===== config.mk =====
export PLATFORM = sky130hd
export DESIGN_NAME = mod6_count_monitor_flat
export DESIGN_NICKNAME = d
export VERILOG_FILES = /design/src/rtl/mod6_mon_pkg.sv /design/src/rtl/mod6_count_monitor_if.sv /design/src/rtl/mod6_next.sv /design/src/rtl/mod6_count_monitor.sv /design/src/flat_wrapper.sv
export SDC_FILE = /design/constraint.sdc
export NUM_CORES = 1
export LEC_CHECK = 0
export ABC_AREA = 1
export BUFFER_PORTS_ARGS = -buffer_cell sky130_fd_sc_hd__buf_4
export CAP_MARGIN = 15
export CORE_ASPECT_RATIO = 1.25
export CORE_MARGIN = 2
export CORE_UTILIZATION = 40
export CTS_CLUSTER_DIAMETER = 40
export CTS_CLUSTER_SIZE = 24
export DETAILED_ROUTE_END_ITERATION = 8
export PLACE_DENSITY = 0.69
export SLEW_MARGIN = 0
export SYNTH_ARGS = -nofsm -noshare
export SYNTH_HDL_FRONTEND = slang
export SYNTH_SLANG_ARGS = --single-unit

===== constraint.sdc =====
create_clock -name clk -period 3.3 [get_ports clk]
set_clock_uncertainty 0.15 [all_clocks]
set_input_delay 0.66 -clock clk [delete_from_list [all_inputs] [get_ports clk]]
set_output_delay 0.66 -clock clk [all_outputs]
set_load 0.01 [all_outputs]

===== src/rtl/mod6_mon_pkg.sv =====
// Shared types and helpers for the mod-6 counter monitor.
// The optional hold check is enabled with the macro MOD6_MON_HOLD_CHECK_EN.
package mod6_mon_pkg;

  typedef enum logic [1:0] {
    UNLOCKED = 2'd0,
    LOCKED   = 2'd1,
    FAULT    = 2'd2
  } mon_state_t;

  localparam int         MOD_N   = 6;
  localparam logic [2:0] MAX_VAL = 3'd5;

  // Only the six codes 0..5 are reachable by a healthy counter.
  function automatic logic is_legal(input logic [2:0] q);
    return (q <= MAX_VAL);
  endfunction

endpackage


===== src/rtl/mod6_count_monitor_if.sv =====
// Bundle of counter-side observations and monitor status for mod6_count_monitor.
// All inputs are sampled on every rising clk edge; there is no backpressure, so no valid/ready pair exists.
interface mod6_count_monitor_if #(
  parameter int WRAP_W = 8,
  parameter int ERR_W  = 4
);
  import mod6_mon_pkg::*;

  logic              enable;
  logic              reverse;
  logic              load_evt;
  logic              clear;
  logic [2:0]        q;

  logic              locked;
  logic              fault;
  logic              err;
  logic [WRAP_W-1:0] up_wraps;
  logic [WRAP_W-1:0] dn_wraps;
  logic [ERR_W-1:0]  err_count;
  mon_state_t        state;

  modport master (
    output enable, reverse, load_evt, clear, q,
    input  locked, fault, err, up_wraps, dn_wraps, err_count, state
  );

  modport slave (
    input  enable, reverse, load_evt, clear, q,
    output locked, fault, err, up_wraps, dn_wraps, err_count, state
  );

endinterface


===== src/rtl/mod6_next.sv =====
// Combinational mod-6 successor: up 5->0 else +1, down 0->5 else -1.
module mod6_next
  import mod6_mon_pkg::*;
(
  input  logic [2:0] val,
  input  logic       rev,
  output logic [2:0] nxt
);

  always_comb begin
    nxt = 3'd0;
    if (rev) begin
      nxt = (val == 3'd0) ? MAX_VAL : (val - 3'd1);
    end else begin
      nxt = (val >= MAX_VAL) ? 3'd0 : (val + 3'd1);
    end
  end

endmodule


===== src/rtl/mod6_count_monitor.sv =====
// Locks onto a mod-6 up/down counter and checks each transition; counts wraps and errors.
// Optional: define MOD6_MON_HOLD_CHECK_EN to flag any q change while the counter was disabled.
module mod6_count_monitor
  import mod6_mon_pkg::*;
#(
  parameter int WRAP_W = 8,
  parameter int ERR_W  = 4
) (
  input  logic                 clk,
  input  logic                 reset_n,
  mod6_count_monitor_if.slave  bus
);

  localparam logic [WRAP_W-1:0] WRAP_ONE = WRAP_W'(1);
  localparam logic [ERR_W-1:0]  ERR_ONE  = ERR_W'(1);
  localparam logic [ERR_W-1:0]  ERR_MAX  = {ERR_W{1'b1}};

  mon_state_t        state, next_state;
  logic [2:0]        prev_q;
  logic              prev_en;
  logic              prev_rev;
  logic              err_r;
  logic [WRAP_W-1:0] up_r, dn_r;
  logic [ERR_W-1:0]  errc_r;

  logic [2:0] nxt_q;
  logic [2:0] exp_q;
  logic       q_ok;
  logic       violation;
  logic       up_hit;
  logic       dn_hit;

  mod6_next u_next (
    .val (prev_q),
    .rev (prev_rev),
    .nxt (nxt_q)
  );

  assign exp_q = prev_en ? nxt_q : prev_q;

  always_comb begin
    next_state = state;
    violation  = 1'b0;
    up_hit     = 1'b0;
    dn_hit     = 1'b0;
    q_ok       = is_legal(bus.q) && (bus.q == exp_q);
`ifndef MOD6_MON_HOLD_CHECK_EN
    // A disabled counter that moves anyway is simply re-tracked from its new value.
    if (!prev_en && is_legal(bus.q)) q_ok = 1'b1;
`endif

    case (state)
      UNLOCKED: begin
        if (is_legal(bus.q)) next_state = LOCKED;
      end
      LOCKED: begin
        if (!q_ok) begin
          violation  = 1'b1;
          next_state = FAULT;
        end else begin
          up_hit = prev_en && !prev_rev && (prev_q == MAX_VAL) && (bus.q == 3'd0);
          dn_hit = prev_en &&  prev_rev && (prev_q == 3'd0) && (bus.q == MAX_VAL);
        end
      end
      FAULT:   next_state = FAULT;
      default: next_state = UNLOCKED;
    endcase

    // clear outranks load_evt, which outranks the check; both suppress err and wraps.
    if (bus.clear || bus.load_evt) begin
      next_state = UNLOCKED;
      violation  = 1'b0;
      up_hit     = 1'b0;
      dn_hit     = 1'b0;
    end
  end

  always_ff @(posedge clk or negedge reset_n) begin
    if (!reset_n) begin
      state    <= UNLOCKED;
      prev_q   <= 3'd0;
      prev_en  <= 1'b0;
      prev_rev <= 1'b0;
      err_r    <= 1'b0;
      up_r     <= '0;
      dn_r     <= '0;
      errc_r   <= '0;
    end else begin
      state    <= next_state;
      prev_q   <= bus.q;
      prev_en  <= bus.enable;
      prev_rev <= bus.reverse;
      err_r    <= violation;
      if (bus.clear) begin
        up_r   <= '0;
        dn_r   <= '0;
        errc_r <= '0;
      end else begin
        if (up_hit) up_r <= up_r + WRAP_ONE;
        if (dn_hit) dn_r <= dn_r + WRAP_ONE;
        if (violation && (errc_r != ERR_MAX)) errc_r <= errc_r + ERR_ONE;
      end
    end
  end

  assign bus.locked    = (state == LOCKED);
  assign bus.fault     = (state == FAULT);
  assign bus.err       = err_r;
  assign bus.up_wraps  = up_r;
  assign bus.dn_wraps  = dn_r;
  assign bus.err_count = errc_r;
  assign bus.state     = state;

endmodule


===== src/flat_wrapper.sv =====
// flat-port wrapper written by rule: the top's interface ports become plain ports
module mod6_count_monitor_flat import mod6_mon_pkg::*;
#(
  parameter int WRAP_W = 8,
  parameter int ERR_W  = 4
)
  (clk, reset_n, bus_enable, bus_reverse, bus_load_evt, bus_clear, bus_q, bus_locked, bus_fault, bus_err, bus_up_wraps, bus_dn_wraps, bus_err_count, bus_state);
  mod6_count_monitor_if #(.WRAP_W(WRAP_W), .ERR_W(ERR_W)) bus_i ();
  input  logic clk;
  input  logic reset_n;
  input wire logic [$bits(bus_i.enable)-1:0] bus_enable;
  input wire logic [$bits(bus_i.reverse)-1:0] bus_reverse;
  input wire logic [$bits(bus_i.load_evt)-1:0] bus_load_evt;
  input wire logic [$bits(bus_i.clear)-1:0] bus_clear;
  input wire logic [$bits(bus_i.q)-1:0] bus_q;
  output wire logic [$bits(bus_i.locked)-1:0] bus_locked;
  output wire logic [$bits(bus_i.fault)-1:0] bus_fault;
  output wire logic [$bits(bus_i.err)-1:0] bus_err;
  output wire logic [$bits(bus_i.up_wraps)-1:0] bus_up_wraps;
  output wire logic [$bits(bus_i.dn_wraps)-1:0] bus_dn_wraps;
  output wire logic [$bits(bus_i.err_count)-1:0] bus_err_count;
  output wire logic [$bits(bus_i.state)-1:0] bus_state;
  assign bus_i.enable = bus_enable;
  assign bus_i.reverse = bus_reverse;
  assign bus_i.load_evt = bus_load_evt;
  assign bus_i.clear = bus_clear;
  assign bus_i.q = bus_q;
  assign bus_locked = bus_i.locked;
  assign bus_fault = bus_i.fault;
  assign bus_err = bus_i.err;
  assign bus_up_wraps = bus_i.up_wraps;
  assign bus_dn_wraps = bus_i.dn_wraps;
  assign bus_err_count = bus_i.err_count;
  assign bus_state = bus_i.state;
  mod6_count_monitor #(.WRAP_W(WRAP_W), .ERR_W(ERR_W)) u_core (.clk(clk), .reset_n(reset_n), .bus(bus_i));
endmodule

# Word level (Yosys, flattened, before mapping)
# Cells that the tools add are included.
# W data, S select, Z words.
[classes] n_mul=0 n_bitwise=0 mux=24 magnitude_cmp=2 addsub=5 n_div=0 n_eq_ne=8 n_reduce_logical=19 shift=0
[ops] cell="$mux W8" count=4
[ops] cell="$add A8 B1 Y8 const B" count=2
[ops] cell="$mux W3" count=4
[ops] cell="$mux W1" count=10
[ops] cell="$logic_and A1 B1 Y1" count=9
[ops] cell="$mux W4" count=2
[ops] cell="$eq A3 B3 Y1 const B" count=2
[ops] cell="$logic_not A3 Y1" count=2
[ops] cell="$mux W2" count=3
[ops] cell="$pmux W2 S3" count=1
[ops] cell="$reduce_bool A2 Y1" count=3
[ops] cell="$add A4 B1 Y4 const B" count=1
[ops] cell="$ne A4 B4 Y1 const B" count=1
[ops] cell="$add A3 B1 Y3 const B" count=1
[ops] cell="$eq A3 B3 Y1" count=1
[ops] cell="$ge A3 B3 Y1 const B" count=1
[ops] cell="$le A3 B3 Y1 const B" count=1
[ops] cell="$ne A3 B1 Y1 const B" count=1
[ops] cell="$ne A3 B3 Y1 const B" count=1
[ops] cell="$sub A3 B1 Y3 const B" count=1
[ops] cell="$eq A2 B1 Y1 const B" count=1
[ops] cell="$eq A2 B2 Y1 const B" count=1
[ops] cell="$logic_not A1 Y1" count=2
[ops] cell="$logic_not A2 Y1" count=1
[ops] cell="2 further kinds" count=2
[totals] mem_bits_ro=0 out_inout_bits=25 elab_cells=66 in_bits=9 regBits=28 latchBits=0 n_memories=0 ramBits=0

# Logic depth before layout (Yosys ltp)
[logic_depth] word_depth=13 ltp_mapped=16 depth_no_buf=16

# Cells and area by module
# A second synthesis with hierarchy kept.
[unflattened] cells_unflattened=236 area_unflattened_um2=1810.5
[by_module_without_submodules] mod="mod6_count_monitor" cells_each=212 area_per_inst_um2=1674.1 seq_area_each_um2=700.7 n_inst=1
[by_module_without_submodules] mod="mod6_next" cells_each=24 area_per_inst_um2=136.4 seq_area_each_um2=0.0 n_inst=1

# Least setup slack after synthesis
# Ideal clock, no wire load.
[synth_path] path_type="input port to flip-flop" startpoint="input port bus_clear" endpoint="register u_core.state[0] (netlist: u_core.bus.state[0])" t_required_ns=3.024 path_stages=7 t_arrival_ns=1.522 setup_ns=0.126 setup_slack_ns=1.502 n_path_buf=1 path_cell_list="buf_2 nor2_4 inv_1 nor2_1 nand3_1 nand2_2 o21ai_0"
[synth_between] elab_chain_cells=3 elab_cells_between_ends=5 classes_between="2 x eq/ne; 1 x mux; 2 x reduce/logical"
[synth_lines] item="from (decl)" line_no="flat_wrapper.sv:14" source="input wire logic [$bits(bus_i.clear)-1:0] bus_clear;"
[synth_lines] item="$logic_or A1 B1 Y1 *" line_no="mod6_count_monitor.sv:70" source="if (bus.clear || bus.load_evt) begin"
[synth_lines] item="$ne A3 B1 Y1 (no source line) / $ne A3 B3 Y1 (equally long branches)"
[synth_lines] item="$reduce_and A2 Y1 (no source line)"
[synth_lines] item="to (signal assigned)" line_no="mod6_count_monitor.sv:89" source="state <= next_state;"
[synth_lines] item="to (decl)" line_no="mod6_count_monitor.sv:18" source="mon_state_t state, next_state;"
# Mark *: on every way between the ends. The rest lies on a longest branch, timed or not.
# A chain may end at the register's enable or synchronous reset.

# Worst setup path in the final report
[layout_path] startpoint="register u_core.state[1] (netlist: u_core.bus.state[1])" endpoint="output port bus_locked"
[layout_between] elab_chain_cells=1
[layout_lines] item="$eq A2 B1 Y1" line_no="mod6_count_monitor.sv:106" source="assign bus.locked = (state == LOCKED);"
[layout_lines] item="to (decl)" line_no="flat_wrapper.sv:16" source="output wire logic [$bits(bus_i.locked)-1:0] bus_locked;"
# Every way passes these cells.

==> results.yml <==
sta:
  finalHoldViolCount: 0
  period_minus_slack_ns: 2.05
  setup_tns_ns: 0
  fmax_ghz: 0.488
  grt_setup_unrepaired: "false"
  tightest_slew_ns: 0.484
  finalCritPeriodShare_pct: 62.1
  relSlewSlack_pct: 67.5
  slew_viol_final: 0
  setup_viol: 0
clocking:
  cts_resized: 0
  cts_hold_buf: 0
  cts_max_path_buffers: 2
  path_clk_slew_ns: 0.09
  postCtsSetupBuffers: 0
  numClockSinks: 28
  root_buffer: "clkbuf_8"
  cts_tree: "yes"
  numCtsBuffers: 3
  htree_num_levels: 1
  insertion_delay_ns: 0.27
power:
  seq_power_share_pct: 55.8
  power.density_mw_per_mm2: 325
  ir_worst_vdd_mv: 0.146
  p_int_mw: 0.477
  switching_share_pct: 27.3
  cellLeakagePower_nw: 0.987
  pwr-share-comb_pct: 15.8
  p_clk_share_pct: 28.4
  power.total_mw: 0.657
  p_switching_mw: 0.179
drt:
  wl_per_cell_um: 11.7
  wl_met2_mm: 1.74
  wl_met1_mm: 1.54
  drcViolationCount: 0
  drtPass1Iterations: 4
  viasPerCell: 4.90
  ant_nets: 0
  route.met3.wl_um: 155
  highest_layer: "met4"
  initialDrtViolationCount: 62
  drt-total-wl_mm: 3.47
  vias: 1456
cells_and_area:
  regArea_um2: 701
  drive_gt1_share_pct: 21.2
  multiInputGateArea_um2: 856
  final_common_cell: "nand2_1"
  nets: 263
  fin_area_mm2: 0.00202
  fillCellCount: 401
  most-common-layout-cells: "43 x nand2_1, 33 x buf_4, 28 x dfrtp_1"
  n_antenna_cell: 0
  syn2layout_area_growth_pct: 20.1
synthesis:
  synth_top_area_share_pct: 41.6
  synth_xor_xnor_area_share_pct: 3.12
  synth_cell_type_count: 28
  synth_top_family_by_area: "simple AND/OR/NAND/NOR gates"
  syn_inst: 208
  ys_seq_elements: 28
  syn_nets: 228
  synth.largest_area_cell: "dfrtp_1"
  synthSimpleGateAreaFrac_pct: 31.4
  ys_top_cells_by_area: "dfrtp_1 42%, nand2_1 9.6%, ha_1 8.2%"
  synth-adder-area-share_pct: 8.18
  yosysWarnings: 0
  yosys-mux-area-fraction_pct: 0
  syn_area_mm2: 0.00168
  ys_seq_area_share_pct: 41.6
  syn_area_per_cell_um2: 8.09
  synth-compound-area-share_pct: 8.10
floorplan:
  die_w_um: 62.0
  num_rows: 26
  initial_core_util_pct: 41.4
  core_area_mm2: 0.00407
  ios: 34
  die_h_um: 76.5
  die_area_mm2: 0.00475
hold_path:
  worst_hold_path_type: "in2async"
grt:
  grt_usage_pct: 16.1
  grt_pass1_wl_mm: 5.99
  grt_max_degree: 29
  grt_pass1_vias: 1393
  grt_overflow: 0
  antenna_found_initial: 0
placed_design:
  io_buffer_count: 33
  place.gp.congestion: 0.820
  postPlaceCellArea_mm2: 0.00198
  dp.final_hpwl_mm: 2.61
worst_setup_path:
  startpoint_type: "flip-flop"
  slowest_stage: "dfrtp_1"
  cpPeakStageDelay_ns: 0.42
  crit_fanout: 5
  cp.arrival_ns: 1.24
  path_class: "reg2out"
  cp-end-kind: "primary output"
  cp.required_ns: 2.49
  path_cells: "inv_1 -> ha_1 -> buf_4"
  r2r_setup_slack_ns: 1.29
status:
  status: "finished clean"
job:
  maxCapViolations: 0
-- power by group through the flow --
stage | clock [mW] | sequential (mW) | combinational [mW]
finish | 0.186 | 0.367 | 0.104
global route | 0.209 | 0.370 | 0.120
CTS | 0.194 | 0.367 | 0.105
detailed placement | 0 | 0.373 | 0.105
global placement | 0 | 0.373 | 0.103
floorplan | 0 | 0.375 | 0.0594
-- stage by stage --
step           cells  worst slack, ns  hold slack (ns)  util [%]
2_1_floorplan    208             1.50            0.214         -
3_3_place_gp     294             1.08            0.306      48.7
3_5_place_dp     294             1.02            0.325      48.7
4_1_cts          297             1.23            0.150      49.7
5_1_grt          297             1.07            0.162      49.7
6_report         297             1.25            0.135      49.7
-- flip-flops by register name (all words and copies together) (netlist names) --
signal / flops
u_core.prev_en: 1
u_core.prev_rev: 1
u_core.bus.state: 2
u_core.bus.up_wraps: 8
u_core.bus.dn_wraps: 8
u_core.bus.err_count: 4
u_core.bus.err: 1
u_core.prev_q: 3
-- area by class of cell --
type                    instances  area share, %
repair buffers                 33           12.3
inverters                      28           5.20
clock buffers                   3           2.04
flip-flops and latches         28           34.7
multi-input cells             149           42.4
well taps                      56           3.47
-- worst max-delay path: cells and delay by family, from the launching register on --
family	cells	cell delay, ns
DFF	1	0.42
adders and majority gates	1	0.27
buffers and inverters	2	0.27
-- worst paths after layout --
| path | start | to | cells past startpoint |
|---|---|---|---|
| max in group asynchronous | reset_n | u_core.bus.err$_DFF_PN0_ | 1 |
| worst min register to register | u_core.bus.dn_wraps[7]$_DFFE_PN0P_ | u_core.bus.dn_wraps[7]$_DFFE_PN0P_ | 1 |
| min in group clk | u_core.bus.dn_wraps[7]$_DFFE_PN0P_ | u_core.bus.dn_wraps[7]$_DFFE_PN0P_ | 1 |
| worst min-delay path | reset_n | u_core.bus.up_wraps[1]$_DFFE_PN0P_ | 1 |
| worst max-delay path | u_core.bus.state[1]$_DFFE_PN0P_ | bus_locked | 3 |
| worst max register to register | u_core.prev_q[1]$_DFF_PN0_ | u_core.bus.up_wraps[4]$_DFFE_PN0P_ | 8 |
-- synthesized netlist by cell type --
| cell | instances |
|---|---|
| buf_6 | 1 |
| o31ai_1 | 1 |
| a21oi_1 | 7 |
| xnor2_1 | 1 |
| dfrtp_1 | 28 |
| nor4_2 | 2 |
| ha_1 | 11 |
| nand3_4 | 1 |
| inv_1 | 26 |
| nand3_2 | 1 |
| nand2_1 | 43 |
| buf_2 | 2 |
| clkinv_1 | 1 |
| nand3_1 | 18 |
| nand4_1 | 7 |
| o2111ai_1 | 1 |
| or2_2 | 1 |
| xor2_1 | 5 |
| nand2_4 | 1 |
| inv_2 | 1 |
| nor4_1 | 2 |
| nand2_2 | 6 |
| o21ai_0 | 17 |
| nor2_4 | 1 |
| nor3_2 | 1 |
| nand3b_1 | 1 |
| nor3_1 | 5 |
| nor2_1 | 16 |
-- cell families after synthesis --
group | count (synthesis)
xor+xnor | 6
flops | 28
fa+ha+maj | 11
compound gates | 26
simple gates | 106
buf+inv | 31
-- metal layers --
| metal | up-vias | global-route usage, % |
|---|---|---|
| met5 | - | 0 |
| met3 | 4 | 2.89 |
| met1 | 677 | 21.6 |
| li1 | 745 | - |
| met2 | 30 | 25.8 |
| met4 | 0 | 4.47 |
Note: power is estimated with default switching activity, not from simulation.
